<file path="src/rtl/fetch_pkg.sv">
// rtl/fetch_pkg.sv - shared parameters, opcodes and pack types for the fetch stage
package fetch_pkg;
  localparam int ADDR_WIDTH = 32;
  localparam int INSTRUCTION_WIDTH = 32;
  localparam int FETCH_WIDTH = 4;
  localparam int GSHARE_GLOBAL_HISTORY_WIDTH = 8;
  localparam int LOCAL_BHT_WIDTH = 8;
  localparam int CHECKPOINT_ID_WIDTH = 4;
  localparam int EXCEPTION_ID_WIDTH = 5;
  localparam logic [ADDR_WIDTH-1:0] INIT_PC = 32'h8000_0000;

  localparam logic [6:0] OPCODE_BRANCH   = 7'b1100011;
  localparam logic [6:0] OPCODE_JAL      = 7'b1101111;
  localparam logic [6:0] OPCODE_JALR     = 7'b1100111;
  localparam logic [6:0] OPCODE_MISC_MEM = 7'b0001111;
  localparam logic [EXCEPTION_ID_WIDTH-1:0] EXC_INSTR_MISALIGNED = '0;

  typedef struct packed {
    logic                                   enable;
    logic [INSTRUCTION_WIDTH-1:0]           value;
    logic [ADDR_WIDTH-1:0]                  pc;
    logic                                   has_exception;
    logic [EXCEPTION_ID_WIDTH-1:0]          exception_id;
    logic [ADDR_WIDTH-1:0]                  exception_value;
    logic                                   predicted;
    logic                                   predicted_jump;
    logic [ADDR_WIDTH-1:0]                  predicted_next_pc;
    logic                                   checkpoint_id_valid;
    logic [CHECKPOINT_ID_WIDTH-1:0]         checkpoint_id;
  } fetch_decode_pack_t;

  typedef struct packed {
    logic [GSHARE_GLOBAL_HISTORY_WIDTH-1:0] global_history;
    logic [LOCAL_BHT_WIDTH-1:0]             local_history;
  } checkpoint_t;

  typedef struct packed {
    logic idle;
  } decode_feedback_pack_t;

  typedef struct packed {
    logic idle;
  } rename_feedback_pack_t;

  typedef struct packed {
    logic                  enable;
    logic                  flush;
    logic                  has_exception;
    logic [ADDR_WIDTH-1:0] exception_pc;
    logic [ADDR_WIDTH-1:0] next_pc;
    logic                  jump_enable;
    logic                  jump;
  } commit_feedback_pack_t;
endpackage

</file>
<file path="src/rtl/fetch_predecode.sv">
// rtl/fetch_predecode.sv - opcode classifier for control-flow and fence instructions
module fetch_predecode
  import fetch_pkg::*;
(
  input  logic [6:0] opcode_i,
  output logic       is_branch_o,
  output logic       is_fence_o
);
  assign is_branch_o = (opcode_i == OPCODE_BRANCH) || (opcode_i == OPCODE_JAL) ||
                       (opcode_i == OPCODE_JALR);
  assign is_fence_o  = (opcode_i == OPCODE_MISC_MEM);
endmodule

</file>
<file path="src/rtl/fetch.sv">
// rtl/fetch.sv - fetch stage: bus read, slot scan, branch prediction hookup, redirect
module fetch
  import fetch_pkg::*;
(
  input  logic                                   clk_i,
  input  logic                                   rst_i,
  output logic [ADDR_WIDTH-1:0]                  fetch_bus_addr_o,
  output logic                                   fetch_bus_read_req_o,
  input  logic [INSTRUCTION_WIDTH*FETCH_WIDTH-1:0] bus_fetch_data_i,
  input  logic                                   bus_fetch_read_ack_i,
  output logic [ADDR_WIDTH-1:0]                  fetch_bp_pc_o,
  output logic [INSTRUCTION_WIDTH-1:0]           fetch_bp_instruction_o,
  output logic                                   fetch_bp_valid_o,
  input  logic                                   bp_fetch_jump_i,
  input  logic [ADDR_WIDTH-1:0]                  bp_fetch_next_pc_i,
  input  logic                                   bp_fetch_valid_i,
  input  logic [GSHARE_GLOBAL_HISTORY_WIDTH-1:0] bp_fetch_global_history_i,
  input  logic [LOCAL_BHT_WIDTH-1:0]             bp_fetch_local_history_i,
  output logic [ADDR_WIDTH-1:0]                  fetch_bp_update_pc_o,
  output logic [INSTRUCTION_WIDTH-1:0]           fetch_bp_update_instruction_o,
  output logic                                   fetch_bp_update_jump_o,
  output logic [ADDR_WIDTH-1:0]                  fetch_bp_update_next_pc_o,
  output logic                                   fetch_bp_update_valid_o,
  input  logic [CHECKPOINT_ID_WIDTH-1:0]         cpbuf_fetch_new_id_i,
  input  logic                                   cpbuf_fetch_new_id_valid_i,
  output checkpoint_t                            fetch_cpbuf_data_o,
  output logic                                   fetch_cpbuf_push_o,
  input  logic                                   stbuf_all_empty_i,
  input  decode_feedback_pack_t                  decode_feedback_pack_i,
  input  rename_feedback_pack_t                  rename_feedback_pack_i,
  input  commit_feedback_pack_t                  commit_feedback_pack_i,
  input  logic [FETCH_WIDTH-1:0]                 fetch_decode_fifo_data_in_enable_i,
  output fetch_decode_pack_t                     fetch_decode_fifo_data_in_o [0:FETCH_WIDTH-1],
  output logic [FETCH_WIDTH-1:0]                 fetch_decode_fifo_data_in_valid_o,
  output logic                                   fetch_decode_fifo_push_o,
  output logic                                   fetch_decode_fifo_flush_o,
  output logic                                   fetch_csrf_checkpoint_buffer_full_add_o,
  output logic                                   fetch_csrf_fetch_not_full_add_o,
  output logic                                   fetch_csrf_fetch_decode_fifo_full_add_o
);
  logic [ADDR_WIDTH-1:0]        pc_q, pc_d;
  logic                         jump_wait_q, jump_wait_d;
  logic [ADDR_WIDTH-1:0]        wait_pc_q, wait_pc_d;
  logic [INSTRUCTION_WIDTH-1:0] wait_instruction_q, wait_instruction_d;

  logic [FETCH_WIDTH-1:0]       is_branch, is_fence;
  logic                         stop, redirect, fence_ok;
  logic [2:0]                   emitted;
  logic [ADDR_WIDTH-1:0]        slot_pc, redirect_pc;
  logic [INSTRUCTION_WIDTH-1:0] slot_instr;

  for (genvar g = 0; g < FETCH_WIDTH; g++) begin : g_predecode
    fetch_predecode u_predecode (
      .opcode_i    (bus_fetch_data_i[INSTRUCTION_WIDTH*g +: 7]),
      .is_branch_o (is_branch[g]),
      .is_fence_o  (is_fence[g])
    );
  end

  assign fetch_bus_addr_o     = pc_q;
  assign fetch_bus_read_req_o = !jump_wait_q;
  assign fetch_cpbuf_data_o.global_history = bp_fetch_global_history_i;
  assign fetch_cpbuf_data_o.local_history  = bp_fetch_local_history_i;
  assign fence_ok = stbuf_all_empty_i && decode_feedback_pack_i.idle && rename_feedback_pack_i.idle;

  always_comb begin
    pc_d               = pc_q;
    jump_wait_d        = jump_wait_q;
    wait_pc_d          = wait_pc_q;
    wait_instruction_d = wait_instruction_q;
    fetch_bp_pc_o                 = '0;
    fetch_bp_instruction_o        = '0;
    fetch_bp_valid_o              = 1'b0;
    fetch_bp_update_pc_o          = '0;
    fetch_bp_update_instruction_o = '0;
    fetch_bp_update_jump_o        = 1'b0;
    fetch_bp_update_next_pc_o     = '0;
    fetch_bp_update_valid_o       = 1'b0;
    fetch_cpbuf_push_o            = 1'b0;
    fetch_decode_fifo_data_in_valid_o       = '0;
    fetch_decode_fifo_flush_o               = 1'b0;
    fetch_csrf_checkpoint_buffer_full_add_o = 1'b0;
    fetch_csrf_fetch_decode_fifo_full_add_o = 1'b0;
    for (int i = 0; i < FETCH_WIDTH; i++) fetch_decode_fifo_data_in_o[i] = '0;
    stop        = 1'b0;
    redirect    = 1'b0;
    redirect_pc = '0;
    emitted     = '0;
    slot_pc     = '0;
    slot_instr  = '0;

    if (commit_feedback_pack_i.enable && commit_feedback_pack_i.flush) begin
      fetch_decode_fifo_flush_o = 1'b1;
      pc_d = commit_feedback_pack_i.has_exception ? commit_feedback_pack_i.exception_pc
                                                  : commit_feedback_pack_i.next_pc;
      jump_wait_d = 1'b0;
    end else if (jump_wait_q) begin
      if (commit_feedback_pack_i.enable && commit_feedback_pack_i.jump_enable) begin
        pc_d = commit_feedback_pack_i.jump ? commit_feedback_pack_i.next_pc : wait_pc_q + 32'd4;
        jump_wait_d = 1'b0;
        fetch_bp_update_valid_o       = 1'b1;
        fetch_bp_update_pc_o          = wait_pc_q;
        fetch_bp_update_instruction_o = wait_instruction_q;
        fetch_bp_update_jump_o        = commit_feedback_pack_i.jump;
        fetch_bp_update_next_pc_o     = commit_feedback_pack_i.next_pc;
      end
    end else if (bus_fetch_read_ack_i) begin
      fetch_csrf_fetch_decode_fifo_full_add_o = (fetch_decode_fifo_data_in_enable_i == '0);
      for (int i = 0; i < FETCH_WIDTH; i++) begin
        slot_pc    = pc_q + ADDR_WIDTH'(4 * i);
        slot_instr = bus_fetch_data_i[INSTRUCTION_WIDTH*i +: INSTRUCTION_WIDTH];
        if (stop || !fetch_decode_fifo_data_in_enable_i[i]) begin
          stop = 1'b1;
        end else if (pc_q[1:0] != 2'b00) begin
          // Misaligned fetch: report once on slot 0 and park until commit redirects.
          fetch_decode_fifo_data_in_o[i].enable          = 1'b1;
          fetch_decode_fifo_data_in_o[i].value           = slot_instr;
          fetch_decode_fifo_data_in_o[i].pc              = slot_pc;
          fetch_decode_fifo_data_in_o[i].has_exception   = 1'b1;
          fetch_decode_fifo_data_in_o[i].exception_id    = EXC_INSTR_MISALIGNED;
          fetch_decode_fifo_data_in_o[i].exception_value = pc_q;
          fetch_decode_fifo_data_in_valid_o[i] = 1'b1;
          emitted     = emitted + 3'd1;
          jump_wait_d = 1'b1;
          stop        = 1'b1;
        end else if (is_branch[i]) begin
          stop = 1'b1;
          if (!cpbuf_fetch_new_id_valid_i) begin
            fetch_csrf_checkpoint_buffer_full_add_o = 1'b1;
          end else begin
            fetch_bp_valid_o       = 1'b1;
            fetch_bp_pc_o          = slot_pc;
            fetch_bp_instruction_o = slot_instr;
            fetch_cpbuf_push_o     = 1'b1;
            fetch_decode_fifo_data_in_o[i].enable              = 1'b1;
            fetch_decode_fifo_data_in_o[i].value               = slot_instr;
            fetch_decode_fifo_data_in_o[i].pc                  = slot_pc;
            fetch_decode_fifo_data_in_o[i].checkpoint_id_valid = 1'b1;
            fetch_decode_fifo_data_in_o[i].checkpoint_id       = cpbuf_fetch_new_id_i;
            fetch_decode_fifo_data_in_valid_o[i] = 1'b1;
            emitted = emitted + 3'd1;
            if (bp_fetch_valid_i) begin
              fetch_decode_fifo_data_in_o[i].predicted         = 1'b1;
              fetch_decode_fifo_data_in_o[i].predicted_jump    = bp_fetch_jump_i;
              fetch_decode_fifo_data_in_o[i].predicted_next_pc = bp_fetch_next_pc_i;
              redirect    = 1'b1;
              redirect_pc = bp_fetch_jump_i ? bp_fetch_next_pc_i : slot_pc + 32'd4;
            end else begin
              jump_wait_d        = 1'b1;
              wait_pc_d          = slot_pc;
              wait_instruction_d = slot_instr;
            end
          end
        end else if (is_fence[i] && !fence_ok) begin
          stop = 1'b1;
        end else begin
          fetch_decode_fifo_data_in_o[i].enable = 1'b1;
          fetch_decode_fifo_data_in_o[i].value  = slot_instr;
          fetch_decode_fifo_data_in_o[i].pc     = slot_pc;
          fetch_decode_fifo_data_in_valid_o[i]  = 1'b1;
          emitted = emitted + 3'd1;
        end
      end
      if (redirect) pc_d = redirect_pc;
      else if (!jump_wait_d) pc_d = pc_q + ADDR_WIDTH'({emitted, 2'b00});
    end
  end

  assign fetch_decode_fifo_push_o        = |fetch_decode_fifo_data_in_valid_o;
  assign fetch_csrf_fetch_not_full_add_o = (emitted != 3'd0) && (emitted < 3'(FETCH_WIDTH));

  always_ff @(posedge clk_i) begin
    if (!rst_i) begin
      pc_q               <= INIT_PC;
      jump_wait_q        <= 1'b0;
      wait_pc_q          <= '0;
      wait_instruction_q <= '0;
    end else begin
      pc_q               <= pc_d;
      jump_wait_q        <= jump_wait_d;
      wait_pc_q          <= wait_pc_d;
      wait_instruction_q <= wait_instruction_d;
    end
  end
endmodule

</file>
<file path="config.mk">
export PLATFORM = sky130hd
export DESIGN_NAME = fetch
export DESIGN_NICKNAME = d
export VERILOG_FILES = /design/src/rtl/fetch_pkg.sv /design/src/rtl/fetch_predecode.sv /design/src/rtl/fetch.sv
export SDC_FILE = /design/constraint.sdc
export NUM_CORES = 1
export LEC_CHECK = 0
export CORE_AREA = 3 3 409 411
export CTS_CLUSTER_DIAMETER = 50
export DETAILED_ROUTE_END_ITERATION = 16
export DIE_AREA = 0 0 412 414
export HOLD_SLACK_MARGIN = 0.02
export PLACE_DENSITY = 0.41
export SYNTH_ARGS = -nofsm -noshare
export SYNTH_HDL_FRONTEND = slang
export SYNTH_HIERARCHICAL = 1
export SYNTH_SLANG_ARGS = --single-unit
export TNS_END_PERCENT = 1
</file>
<file path="constraint.sdc">
create_clock -name clk_i -period 6.1 [get_ports clk_i]
set_clock_uncertainty 0.05 [all_clocks]
set_input_delay 1.22 -clock clk_i [delete_from_list [all_inputs] [get_ports clk_i]]
set_output_delay 1.22 -clock clk_i [all_outputs]
set_load 0.01 [all_outputs]
</file>
==> results_dict.tcl, run 1 <==
set metrics [dict create \
    die_w_um 412 \
    place_inst 6409 \
    cp.buffers_inverters 5 \
    die_area_sq_um 171000 \
    worst_pin_slew_ns 1.26 \
    cp_slowest_cell "a221oi_1" \
    criticalPathCategory "input port to primary output" \
    dpl-instance-area_sq_um 34700 \
    gr-total-overflow 0 \
    p_leak_nw 12.4 \
    fin_area_sq_um 35200 \
    synthCells 3217 \
    fmax_ghz 0.166 \
    crit_path_start_kind "input port" \
    end_kind "primary output" \
    h-tree-depth 3 \
    ys_seq_area_share_pct 9.58 \
    areaGrowthSynthToFinish_pct 73.9 \
    hold_viol 0 \
    seq_area_sq_um 1940 \
    port-buffer-count 892 \
    hp-class "flop to flop" \
    vias 30848 \
    synthArstFlopShare_pct 0 \
    gp_congestion 0.965 \
    finalCriticalPeriod_ns 6.02 \
    routed_wl_um 216000 \
    critPathArrivalTime_ns 4.75 \
    cts_buffers 9 \
    drt_iter0_drc 3219 \
    clock_sinks 97 \
    clk-insertion-delay-late_ns 0.44 \
    cts_buffer_depth 2 \
    setup_violations 0 \
    wl_per_cell_um 33.6 \
    tritoncts "done" \
    relSlewSlack_pct 16.0 \
    nNetsFinal 4512 \
    n_fill_cell 18651 \
    power_density_nw_per_um2 88.2 \
    finalNonFillerCells 6438 \
    yosys_warnings 6 \
    syn_avg_cell_area_sq_um 6.30 \
    grt_usage_pct 24.1 \
    firstDrtPassIters 8 \
    drive_gt1_share_pct 16.6 \
    post_drt_via_cell_ratio 4.79 \
    synth_enable_flop_cells 0 \
    path_cells "clkdlybuf4s50_1, nand3b_4, nor3_4, buf_4, a211oi_1, and3_1, nand2_1, buf_12, buf_4, nand2_1, a221oi_1, nor2_1, buf_12" \
    cp.required_ns 4.83 \
    vdd.ir_drop.worst_mv 0.146 \
    timing.final.crit_share_pct 98.7 \
    slew_violations 0 \
    synth.distinct_cells 95 \
    drcViolationCount 0 \
    slowest_delay_ns 0.69 \
    final_antenna_net_count 0 \
    ys.flop_type "dfxtp_1" \
    worst_path_dominant_cell_family "buffers and inverters" \
    die_h_um 414 \
    grt_max_degree 95 \
    multi_input_area_sq_um 16700 \
    antenna_found_initial 29 \
    crit_fanout 12 \
    tns_ns 0 \
    grt_pass1_wl_um 283000 \
    status "complete, no violations" \
    grt_pass1_vias 29573 \
    ys_ff_latch 97 \
    synth_area_sq_um 20300 \
    start_util_pct 12.3 \
    row_count 149 \
    dp_hpwl_um 180000 \
    io_pins 1052 \
    clk_pin_slew_worst_paths_ns 0.09 \
    cts_root_buf "clkbuf_16" \
    coreArea_sq_um 164000 \
    cap_viol_max_count 0 \
]
## Yosys cell counts, drive strengths merged, types with 54 or more instances
master	instances	area [sq um]
nor3	106	551
xnor2	113	990
a211oi	95	718
nor2	463	1740
and3	54	338
a21oi	216	1080
nand2	307	1150
and2	317	1980
nor4	55	434
clkbuf	247	928
o21ai	158	791
buf	195	1350
mux2i	80	801
dfxtp	97	1940
nand3	74	375
## cell type report
type                            instances  share of cell area, %
Timing Repair Buffer                 1325                   37.9
Clock buffer                           10                  0.650
Clock inverter                          6                  0.320
Inverter                               39                  0.416
Tap cell                             2189                   7.77
Antenna cell                            7                 0.0497
Sequential cell                        97                   5.52
Multi-Input combinational cell       2765                   47.4
## flip-flops by register name, indices dropped and copies added (netlist names)
register and count:
fetch_bus_addr_o 32, wait_instruction_q 32, wait_pc_q 32, jump_wait_q 1
## placed cells by master (no fill, tap or decap), types with 42 or more instances in the layout
cell type,netlist,routed
clkdlybuf4s50_1,0,744
nor2_1,463,454
buf_4,150,449
and2_1,316,315
nand2_1,307,302
a21oi_1,215,213
o21ai_0,156,151
conb_1,1,127
buf_12,0,120
xnor2_1,113,109
nor3_1,102,98
dfxtp_1,97,96
a211oi_1,94,91
mux2i_1,80,79
nand3_1,73,72
and3_1,54,53
xor2_1,52,52
a222oi_1,43,43
nand4_1,42,42
## cells by family (layout without fill, tap and decap cells)
group	Yosys count	after routing	synth area share, %
other	1	134	0.0185
multiplexers	86	86	4.29
buffers and inverters	481	1380	11.9
AND/OR/NAND/NOR	1547	1547	38.9
AO/OA/AOI/OAI	827	827	27.3
XOR/XNOR	165	165	7.13
flip-flops	97	97	9.58
adder cells (fa/ha/maj)	13	13	0.840
## worst paths after layout
kind / startpoint / endpoint / slack, ns / depth (start not counted)
worst min register to register: wait_pc_q[10] / wait_pc_q[10] / 0.41 / 2
worst min-delay path: wait_pc_q[10] / wait_pc_q[10] / 0.41 / 2
worst max register to register: fetch_bus_addr_o[0] / fetch_bus_addr_o[25] / 1.13 / 28
worst max-delay path: bus_fetch_data_i[36] / fetch_bp_pc_o[11] / 0.08 / 13
## worst register-to-register path: cells and delay by family (launching register included)
kind | cells | cell delay [ns]
AND/OR/NAND/NOR | 5 | 0.62
multiplexers | 1 | 0.21
flip-flops | 1 | 0.44
adder cells (fa/ha/maj) | 3 | 0.82
buffers and inverters | 8 | 1.02
AO/OA/AOI/OAI | 10 | 1.53
XOR/XNOR | 1 | 0.17
## power breakdown
part	leakage (nW)	internal (mW)	switching, mW	total [mW]
registers	0.789	0.656	0.0616	0.717
clock network	0.167	0.406	0.389	0.795
logic	11.5	0.567	1.03	1.59
## routing by layer
metal / up-vias / global-route usage, % / part of all wire, %
met5: - / 0 / 0.0055
met4: 2 / 14.2 / 7.1
met3: 438 / 4.56 / 7.3
met2: 1967 / 41.4 / 48
met1: 15126 / 27.7 / 38
li1: 13315 / - / -
## what timing repair did
item / in CTS / in global routing
endpoints found under the setup margin: 39 / 62
hold buffers: 0 / 0
gates resized for setup: 4 / 38
buffers inserted: 1 / 6
cloned: 0 / 0
pin swaps: 1 / 18
## through the flow
| step | power (mW) | utilization, % | hold WS, ns | worst slack (ns) |
|---|---|---|---|---|
| after global placement | 2.29 | 21.1 | 0.396 | -0.883 |
| after CTS | 3.09 | 21.3 | 0.409 | -0.0175 |
| after global routing | 3.18 | 21.4 | 0.443 | -0.0446 |
| after detailed placement | 2.28 | 21.1 | 0.397 | -0.796 |
| after floorplan | 1.35 | - | 0.391 | 0.323 |
| final | 3.11 | 21.4 | 0.410 | 0.0765 |
Power figures use the tool's default switching activity.
==> inputs of run 2 (changes only) <==
- clock period: 6.1 -> 4.9 ns (I/O delays scaled with it)
==> run 2 against run 1 <==
Compared with the run above:
- the flow now finishes with violations (negative setup slack)
- wire length increased by 3.7%
- largest cell class unchanged
- hold slack about the same
- non-clock buffer count increased by 251
==> results_dict.tcl, run 2 (same netlist as run 1, synthesis figures left out) <==
set metrics [dict create \
    cts_root_buf "clkbuf_16" \
    seq_area_sq_um 1950 \
    holdWs_ns 0.410 \
    grt_setup_unrepaired "yes" \
    clkPwrFrac_pct 22.7 \
    port-buffer-count 892 \
    finalNonFillerCells 6688 \
    comb_power_share_pct 54.3 \
    cap_viol_max_count 0 \
    crit_path_start_kind "flop" \
    hold_start "wait_pc_q[5]" \
    setup_violations 4 \
    worst_pin_slew_ns 1.01 \
    intPower_mw 2.02 \
    status "finished with violations" \
    die_h_um 414 \
    coreArea_sq_um 164000 \
    crit_fanout 6 \
    clk_pin_slew_worst_paths_ns 0.09 \
    final_antenna_net_count 0 \
    regToRegSetupSlack_ns 0.34 \
    place_inst 6644 \
    r2r_cells 23 \
    end_kind "primary output" \
    post-place-ws_ns -1.77 \
    relSlewSlack_pct 32.6 \
    multi_input_area_sq_um 17000 \
    swShare_pct 48.2 \
    antenna_found_initial 22 \
    grt_pass1_wl_um 293000 \
    path_cells "ha_1, buf_4, a21o_1, nand2_1, o31ai_1, and2_1, o22ai_1, a221oi_2, buf_4, nor2_2, buf_4, buf_12" \
    die_area_sq_um 171000 \
    drive_gt1_share_pct 23.5 \
    grt_max_degree 94 \
    fmax_ghz 0.201 \
    vdd.ir_drop.worst_mv 0.130 \
    p_leak_nw 15.4 \
    p_switching_mw 1.88 \
    clk-insertion-delay-late_ns 0.42 \
    cp_slowest_cell "dfxtp_1" \
    start_util_pct 12.3 \
    hold_end "wait_pc_q[5]" \
    clock_sinks 97 \
    critPathArrivalTime_ns 3.94 \
    tritoncts "done" \
    hold_depth 2 \
    drcViolationCount 0 \
    grt_usage_pct 25.0 \
    io_pins 1052 \
    cts_buffer_depth 2 \
    wl_per_cell_um 33.6 \
    finalCriticalPeriod_ns 4.97 \
    drt_iter0_drc 3093 \
    hp-class "flop to flop" \
    firstDrtPassIters 6 \
    n_fill_cell 18539 \
    p_seq_share_pct 23.0 \
    vias 31824 \
    power_density_nw_per_um2 102 \
    gr-total-overflow 0 \
    gp_congestion 1.00 \
    die_w_um 412 \
    setup_ws_ns -0.0687 \
    h-tree-depth 3 \
    slowest_delay_ns 0.49 \
    routed_wl_um 225000 \
    criticalPathCategory "flop to primary output" \
    dp_hpwl_um 188000 \
    row_count 149 \
    cp_common_cell "buf_4" \
    grt_pass1_vias 30817 \
    reg2reg_to "fetch_bus_addr_o[20]" \
    r2r-start "fetch_bus_addr_o[1]" \
    cts_buffers 9 \
    slew_violations 0 \
    final_common_cell "buf_4" \
    areaGrowthSynthToFinish_pct 88.7 \
    cp.required_ns 3.87 \
    violations "negative setup slack" \
    hold_viol 0 \
    timing.final.crit_share_pct 101 \
    post_drt_via_cell_ratio 4.76 \
    most-common-layout-cells "buf_4, clkdlybuf4s50_1, nor2_1" \
    nNetsFinal 4763 \
]
run 2: worst max-delay path, delay by kind of cell (launching register included):
family	cells	cell delay [ns]
flops	1	0.49
buf+inv	4	0.72
simple gates	3	0.78
fa+ha+maj	1	0.29
compound gates	4	1.25
run 2: per-layer routing:
layer  wire (um)  up-vias  track usage, %
li1            -    13811               -
met1       85800    15827            29.1
met2      108000     1787            43.0
met3       16300      391            4.91
met4       14400        8            13.3
met5          62        -               0
run 2: metrics by stage:
stage,power [mW],setup TNS [ns],instance area (sq um),util [%]
floorplan,1.68,-1.67,20800,-
global placement,2.97,-150.50,37100,22.6
detailed placement,2.96,-128.89,37100,22.6
CTS,3.88,-1.26,37800,23.0
global route,4.00,-3.85,38200,23.2
finish,3.91,-0.112,38200,23.3
run 2: cell type report:
class	instances	share of cell area [%]
Timing Repair Buffer	1576	42.0
Multi-Input combinational cell	2765	44.5
Sequential cell	97	5.10
Tap cell	2189	7.16
Clock buffer	11	0.635
Clock inverter	5	0.160
Antenna cell	6	0.0393
Inverter	39	0.393
run 2: worst max-delay path by stage:
stage | startpoint | end | slack (ns) | depth (start not counted)
floorplan | bus_fetch_data_i[4] | fetch_bus_addr_o[28] | -0.26 | 25
global placement | bus_fetch_data_i[32] | fetch_bus_addr_o[31] | -2.02 | 25
detailed placement | bus_fetch_data_i[33] | fetch_bus_addr_o[31] | -1.77 | 25
CTS | bus_fetch_data_i[36] | fetch_bus_addr_o[28] | -0.16 | 26
global route | bus_fetch_data_i[37] | fetch_bus_addr_o[30] | -0.22 | 27
finish | fetch_bus_addr_o[4] | fetch_bp_pc_o[21] | -0.07 | 12
run 2: power groups by stage:
stage	clock, mW	combinational, mW	sequential, mW
floorplan	0	0.810	0.873
global placement	0	2.06	0.911
detailed placement	0	2.05	0.909
CTS	0.909	2.08	0.892
global route	0.922	2.18	0.896
finish	0.888	2.12	0.897
run 2: repair_timing:
| action | CTS | global route |
|---|---|---|
| setup endpoints to repair | 322 | 129 |
| gates cloned | 1 | 0 |
| resized for setup | 183 | 119 |
| setup buffers | 20 | 2 |
| pin swaps | 44 | 34 |
| hold buffers | 0 | 0 |
